[src/rtl/param_multicycle_cpu_pkg.sv]
// param_multicycle_cpu_pkg: opcodes, FSM state encoding and instruction field offsets shared by the multi-cycle core
package param_multicycle_cpu_pkg;
  localparam logic [1:0] OP_ADD   = 2'b00;
  localparam logic [1:0] OP_LOAD  = 2'b01;
  localparam logic [1:0] OP_STORE = 2'b10;
  localparam logic [1:0] OP_BR    = 2'b11;
  typedef enum logic [1:0] {S_FETCH, S_EXEC, S_MEM, S_HALT} state_t;
  function automatic int rt_lo(input int aw);
    return aw;
  endfunction
  function automatic int rs_lo(input int aw);
    return 2 * aw;
  endfunction
  function automatic int op_lo(input int aw);
    return 3 * aw;
  endfunction
endpackage

[src/rtl/param_multicycle_cpu_regfile.sv]
// cpu_regfile: NUM_REGS x DATA_W GPRs; ports clock, reset (sync active-low clear), two async reads (raddr/rdata a,b), one sync write (we, waddr, wdata)
module cpu_regfile #(
  parameter int DATA_W   = 8,
  parameter int NUM_REGS = 4,
  localparam int AW      = $clog2(NUM_REGS)
) (
  input  logic              clock,
  input  logic              reset,
  input  logic [AW-1:0]     raddr_a,
  input  logic [AW-1:0]     raddr_b,
  output logic [DATA_W-1:0] rdata_a,
  output logic [DATA_W-1:0] rdata_b,
  input  logic              we,
  input  logic [AW-1:0]     waddr,
  input  logic [DATA_W-1:0] wdata
);
  logic [DATA_W-1:0] regs_q [NUM_REGS];
  assign rdata_a = regs_q[raddr_a];
  assign rdata_b = regs_q[raddr_b];
  always_ff @(posedge clock) begin
    if (!reset) begin
      for (int i = 0; i < NUM_REGS; i++) regs_q[i] <= '0;
    end else if (we) begin
      regs_q[waddr] <= wdata;
    end
  end
endmodule

[src/rtl/param_multicycle_cpu.sv]
// param_multicycle_cpu: multi-cycle ADD/LOAD/STORE/BRANCH core with req/ack fetch, console strobe, halt on self-branch
//   ports: clock, reset (sync active-low), imem_addr/imem_req/imem_ack/imem_data fetch port,
//   console_data/console_valid GPR-write console, halted, mem_fault (sticky); BEQ_EN makes BRANCH conditional on R[rs]==R[rt]
module param_multicycle_cpu
  import param_multicycle_cpu_pkg::*;
#(
  parameter int DATA_W    = 8,
  parameter int NUM_REGS  = 4,
  parameter int MEM_DEPTH = 32,
  parameter int PC_W      = 8,
  localparam int REG_AW   = $clog2(NUM_REGS),
  localparam int INSTR_W  = 2 + 3 * REG_AW
) (
  input  logic               clock,
  input  logic               reset,
  output logic [PC_W-1:0]    imem_addr,
  output logic               imem_req,
  input  logic               imem_ack,
  input  logic [INSTR_W-1:0] imem_data,
  output logic [DATA_W-1:0]  console_data,
  output logic               console_valid,
  output logic               halted,
  output logic               mem_fault
);
  localparam int MA_W = (MEM_DEPTH > 1) ? $clog2(MEM_DEPTH) : 1;
  state_t state_q, state_d;
  logic [PC_W-1:0] pc_q, pc_d, pc_inc, br_target, imm_p;
  logic [INSTR_W-1:0] ir_q, ir_d;
  logic [DATA_W-1:0] console_data_q, console_data_d;
  logic console_valid_q, console_valid_d, halted_q, halted_d, mem_fault_q, mem_fault_d;
  logic [DATA_W-1:0] dmem_q [MEM_DEPTH];
  logic [1:0] op;
  logic [REG_AW-1:0] rs, rt, rd, waddr;
  logic [DATA_W-1:0] rdata_s, rdata_t, imm_w, addr, wdata;
  logic [MA_W-1:0] mem_idx;
  logic in_range, we, dm_we, taken;
  assign op = ir_q[op_lo(REG_AW) +: 2];
  assign rs = ir_q[rs_lo(REG_AW) +: REG_AW];
  assign rt = ir_q[rt_lo(REG_AW) +: REG_AW];
  assign rd = ir_q[REG_AW-1:0];
  assign imm_w = {{(DATA_W-REG_AW){rd[REG_AW-1]}}, rd};
  assign imm_p = {{(PC_W-REG_AW){rd[REG_AW-1]}}, rd};
  assign addr = rdata_s + imm_w;
  assign in_range = {1'b0, addr} < (DATA_W+1)'(MEM_DEPTH);
  assign mem_idx = addr[MA_W-1:0];
  assign pc_inc = pc_q + PC_W'(1);
  assign br_target = pc_inc + imm_p;
`ifdef BEQ_EN
  assign taken = rdata_s == rdata_t;
`else
  assign taken = 1'b1;
`endif
  cpu_regfile #(.DATA_W(DATA_W), .NUM_REGS(NUM_REGS)) u_regfile (
    .clock(clock), .reset(reset),
    .raddr_a(rs), .raddr_b(rt), .rdata_a(rdata_s), .rdata_b(rdata_t),
    .we(we), .waddr(waddr), .wdata(wdata)
  );
  always_comb begin
    state_d = state_q;
    pc_d = pc_q;
    ir_d = ir_q;
    we = 1'b0;
    waddr = rd;
    wdata = rdata_s + rdata_t;
    dm_we = 1'b0;
    mem_fault_d = mem_fault_q;
    case (state_q)
      S_FETCH: begin
        ir_d = imem_ack ? imem_data : ir_q;
        state_d = imem_ack ? S_EXEC : S_FETCH;
      end
      S_EXEC: begin
        case (op)
          OP_ADD: begin
            we = 1'b1;
            pc_d = pc_inc;
            state_d = S_FETCH;
          end
          OP_BR: begin
            pc_d = taken ? br_target : pc_inc;
            // imm == -1 means the target is this very instruction
            state_d = (taken && &rd) ? S_HALT : S_FETCH;
          end
          default: state_d = S_MEM;
        endcase
      end
      S_MEM: begin
        pc_d = pc_inc;
        state_d = S_FETCH;
        mem_fault_d = mem_fault_q | ~in_range;
        we = op == OP_LOAD;
        waddr = rt;
        wdata = in_range ? dmem_q[mem_idx] : '0;
        dm_we = op == OP_STORE && in_range;
      end
      default: ;
    endcase
    halted_d = state_d == S_HALT;
    console_valid_d = we;
    console_data_d = we ? wdata : console_data_q;
  end
  always_ff @(posedge clock) begin
    if (!reset) begin
      state_q <= S_FETCH;
      pc_q <= '0;
      ir_q <= '0;
      console_data_q <= '0;
      console_valid_q <= 1'b0;
      halted_q <= 1'b0;
      mem_fault_q <= 1'b0;
      for (int i = 0; i < MEM_DEPTH; i++) dmem_q[i] <= DATA_W'(i);
    end else begin
      state_q <= state_d;
      pc_q <= pc_d;
      ir_q <= ir_d;
      console_data_q <= console_data_d;
      console_valid_q <= console_valid_d;
      halted_q <= halted_d;
      mem_fault_q <= mem_fault_d;
      if (dm_we) dmem_q[mem_idx] <= rdata_t;
    end
  end
  assign imem_addr = pc_q;
  assign imem_req = reset && state_q == S_FETCH;
  assign console_data = console_data_q;
  assign console_valid = console_valid_q;
  assign halted = halted_q;
  assign mem_fault = mem_fault_q;
endmodule
[config.mk]
export PLATFORM = sky130hd
export DESIGN_NAME = param_multicycle_cpu
export DESIGN_NICKNAME = d
export VERILOG_FILES = /design/src/rtl/param_multicycle_cpu_pkg.sv /design/src/rtl/param_multicycle_cpu_regfile.sv /design/src/rtl/param_multicycle_cpu.sv
export SDC_FILE = /design/constraint.sdc
export NUM_CORES = 1
export LEC_CHECK = 0
export BUFFER_PORTS_ARGS = -buffer_cell sky130_fd_sc_hd__clkbuf_2
export CAP_MARGIN = 30
export CORE_MARGIN = 5
export CORE_UTILIZATION = 60
export DETAILED_ROUTE_END_ITERATION = 10
export PLACE_DENSITY = 0.77
export SETUP_SLACK_MARGIN = 0.15
export SKIP_CTS_REPAIR_TIMING = 1
export SYNTH_ARGS = -nofsm -noshare
export SYNTH_HDL_FRONTEND = slang
export SYNTH_SLANG_ARGS = --single-unit
[constraint.sdc]
create_clock -name clock -period 11 [get_ports clock]
set_input_delay 0 -clock clock [delete_from_list [all_inputs] [get_ports clock]]
set_output_delay 0 -clock clock [all_outputs]
set_load 0.01 [all_outputs]
# == Word-level counts from Yosys, hierarchy flattened ==
# Memories as Yosys holds them, arrays and structs flattened. A register that Yosys moved wholly into a read port is not among the register bits.
# Cells that the tools add are included.
# op_classes
add_sub_neg,4
magnitude_cmp,1
eq_ne,7
n_mux,29
n_bitwise,2
n_reduce_logical,10
# ops
operator,n
8-bit 2-to-1 mux,4
8-bit one-hot mux with 2 select lines,2
8-bit adder,3
8-bit OR reduction,2
2-bit 2-to-1 mux,7
1-bit 2-to-1 mux,12
8-bit by 1-bit adder with 8-bit output (second input constant),1
2-bit equality test (second input constant),4
8-bit by 6-bit less-than comparator with 1-bit output (second input constant),1
2-bit one-hot mux with 3 select lines,1
2-bit AND reduction,3
5-bit 2-to-1 mux,1
2-bit by 1-bit equality test with 1-bit output (second input constant),2
2-bit zero test,2
2-bit one-hot mux with 2 select lines,1
3-bit inequality test (second input constant),1
1-bit logical AND,2
1-bit one-hot mux with 2 select lines,1
2-bit nonzero test,1
1-bit NOT,1
1-bit OR,1
# totals
reg_bits,29
ramBits,288
in_bits,11
out_inout_bits,20
n_memories,2
# memory_table
memory,depth,width,read_ports,rd_ports_with_merged_regs,write_ports,line_no,source
dmem_q,32,8,1,0,32,param_multicycle_cpu.sv:31,logic [DATA_W-1:0] dmem_q [MEM_DEPTH];
u_regfile.regs_q,4,8,2,2,4,param_multicycle_cpu_regfile.sv:17,logic [DATA_W-1:0] regs_q [NUM_REGS];

# == Depth between registers and ports, before layout ==
# logic_depth
ltp_word,9
depth_mapped,14
ltp_nobuf,11

# == Modules after synthesis ==
# From an unflattened synthesis, not the netlist that was laid out.
# hier_totals
cells_unflattened,1215
area_unflattened_um2,15512.4
# modules_own_cells
mod,instances,cells_each,area_each_um2
param_multicycle_cpu,1,1118,13878.3
cpu_regfile,1,97,1634.1

# == Worst setup path after synthesis ==
# Ideal clock, no wire load.
# synth_timing
path_type,reg2reg
startpoint,reg (tool-made name)
endpoint,mem dmem_q[13][0] (enable)
setup_ns,0.384
arrival_ns,3.712
t_required_ns,10.616
setup_slack_ns,6.904
stages_incl_launch_ff,12
period_less_slack_ns,4.096
cell_sequence,dfxtp_1 buf_6 mux4_2 ha_1 inv_1 fa_1 xnor2_2 buf_4 clkbuf_1 buf_2 nand3_1 o21ai_0
# synth_lines
element,line_no
end: declaration,param_multicycle_cpu.sv:31

==> impl_metrics.ini <==
[status]
status = completed

[die]
die_area_um2 = 29890
die_x_um = 172.9
core-area_um2 = 26060
die_h_um = 172.9
rows = 59
start_util_pct = 61.09
ios = 31

[synth]
synthArstFlopShare_pct = 0
ys.flop_type = edfxtp_1
seq_area_frac_synth_pct = 58.47
yosys_warnings = 0
synthesis.area_um2 = 15920
synth_seq_cells = 321
avgSynthCellArea_um2 = 12.47
synth_edf_count = 288
synthTopCellsByArea = edfxtp_1 (54%), mux4_2 (11%), nor2_1 (4.6%)
yosys-top-cells-count = edfxtp_1 (288), nor2_1 (197), nand2_1 (182), mux4_2 (78), clkbuf_1 (42)
syn_nets = 1321
yosysUniqueCellTypes = 66
synth_top_area_share_pct = 54.32
synth_top_cell_by_area = edfxtp_1
syn_inst = 1277
yosysMostFrequentCell = edfxtp_1

[timing]
finalHoldViolations = 0
period_needed_ps = 5512
fmax_ghz = 0.1814
rsz0062_at_grt = false
finalCritPeriodShare_pct = 50.11
setup_viol_count_final = 0
slew_violations = 0
slew-limit-headroom_pct = 28.87
fin_ws_ps = 5488
worstMarginPinSlew_ps = 1058
skew_ps = 23.39
finalSetupTns_ps = 0

[place]
dpl_worst_slack_ps = 5557
gp_congestion = 0.9531
numPortBuffers = 30
dpl.hpwl_um = 29540

[drt]
wirelength_um = 43570
drt_iter0_drc = 1801
drtAntennaViolNets = 0
drc_errors = 0
wl_per_cell_um = 26.38
vias = 11050
viasPerCell = 6.688
drtPass1Iterations = 7

[critical_path]
path_delay_family = simple AND/OR/NAND/NOR gates
start_kind = flop
path_max_fanout = 52
cp.arrival_ps = 5660
worstPathCellList = mux4_2 -> ha_1 -> a211oi_2 -> nor3b_1 -> nor2_1 -> nand2_1 -> or3_2 -> o21ai_0
critical-path-max-stage-delay_ps = 970
path_class = reg2reg
path_buf_inv = 0
cp_data_required_time_ps = 11140
crit_path_end_kind = flop
slowest_stage = o21ai_0
reg2reg_slack_ps = 5490

[global_route]
grt.total_usage_pct = 28.37
grt_first_pass_wirelength_um = 64930
antenna_found_initial = 1
grt_pass1_vias = 10650
grt_max_degree = 68
overflow = 0

[power]
powerDensity_nw_per_um2 = 167.6
peakVddDrop_mv = 0.1553
cellLeakagePower_nw = 5.539

[final_layout]
n_antenna_cell = 0
drive_above_1_share_pct = 17.46
fill_cells = 1857
fin_nets = 1340
syn2layout_area_growth_pct = 9.525

[clock_network]
worstSkewPairLatency_ps = 540
path_clk_slew_ps = 60
cts_buffers = 34
cts_tree = done
cts_root_buffer = clkbuf_16
cts.sinks = 321
clockBufferDepth = 3
ctsHtreeMaxLevel = 2

[run]
cap_viol_max_count = 0

[worst_hold_path]
hp-class = in2reg
## routing by layer
metal / share of wire, % / up-vias / global-route usage [%]
li1: - / 4770 / -
met1: 36 / 5370 / 38.40
met2: 47 / 761 / 44.45
met3: 12 / 146 / 6.812
met4: 5.6 / 2 / 12.32
met5: 0.090 / - / 0
## final cells by class
class / count / area (um2) / area share (%)
clock buffers: 44 / 898.4 / 5.152
clock inverters: 13 / 111.4 / 0.6386
inverters: 23 / 86.33 / 0.4951
multi-input cells: 843 / 6120 / 35.10
flip-flops and latches: 321 / 9309 / 53.39
well taps: 335 / 419.2 / 2.404
repair buffers: 73 / 493.0 / 2.827
## power by group
group / switching (mW) / internal (mW)
sequential: 0.0190 / 1.36
combinational: 0.328 / 0.160
clock: 0.472 / 0.584
total: 0.819 / 2.10
## through the flow
step           cell area (um2)  util, %  instances  hold slack [ps]  total power, mW
2_1_floorplan            15920        -       1277            156.1            1.713
3_3_place_gp             16200    62.18       1568            256.1            1.862
3_5_place_dp             16290    62.50       1581            257.8            1.871
4_1_cts                  17300    66.38       1638           -283.0            2.907
5_1_grt                  17440    66.91       1652            167.1            3.003
6_report                 17440    66.91       1652            134.6            2.922
## cell families after synthesis
family / count (synthesis) / share of synthesized area, %
AO/OA/AOI/OAI: 171 / 6.916
XOR/XNOR: 18 / 1.085
adder cells (fa/ha/maj): 33 / 2.735
buffers and inverters: 113 / 3.427
flip-flops: 321 / 58.47
multiplexers: 99 / 12.35
AND/OR/NAND/NOR: 522 / 15.01
## worst min-delay path, delay by kind of cell
kind	cells	cell delay, ps
and+or+nand+nor	1	140
buffers and inverters	2	420
AOI/OAI and AO/OA	1	30
## state kept, by name, indices dropped and copies added (netlist names), named ones only
register	cells
state_q	2
mem_fault	1
ir_q	8
u_regfile.regs_q	32
halted	1
console_data	8
console_valid	1
dmem_q	256
imem_addr	8
## worst paths after layout
| kind | from | endpoint | cells after the start |
|---|---|---|---|
| worst min register to register | ir_q[5] | ir_q[5] | 2 |
| worst max-delay path | flop | dmem_q[12][2] | 8 |
| worst max register to register | flop | dmem_q[12][2] | 8 |
| worst min-delay path | reset | imem_addr[0] | 4 |
## layout by cell type (no fill, tap or decap), drive strengths merged, types with 4 or more instances in the layout
cell type and instances:
nand2b 13, nor3 47, xor2 6, nand3 24, a21o 5, a31oi 5, mux2i 21, edfxtp 288
nor4 5, mux4 78, nand4 16, o21ai 60, a21boi 11, buf 28, nor2b 11, dfxtp 33
a41oi 5, clkbuf 74, a21oi 40, dlygate4sd3 14, and2 6, o2111ai 4, or3 7, ha 30
nor2 197, a211oi 6, nand2 182, o211ai 7, xnor2 12, clkinv 10, inv 25
Power figures use the tool's default switching activity.
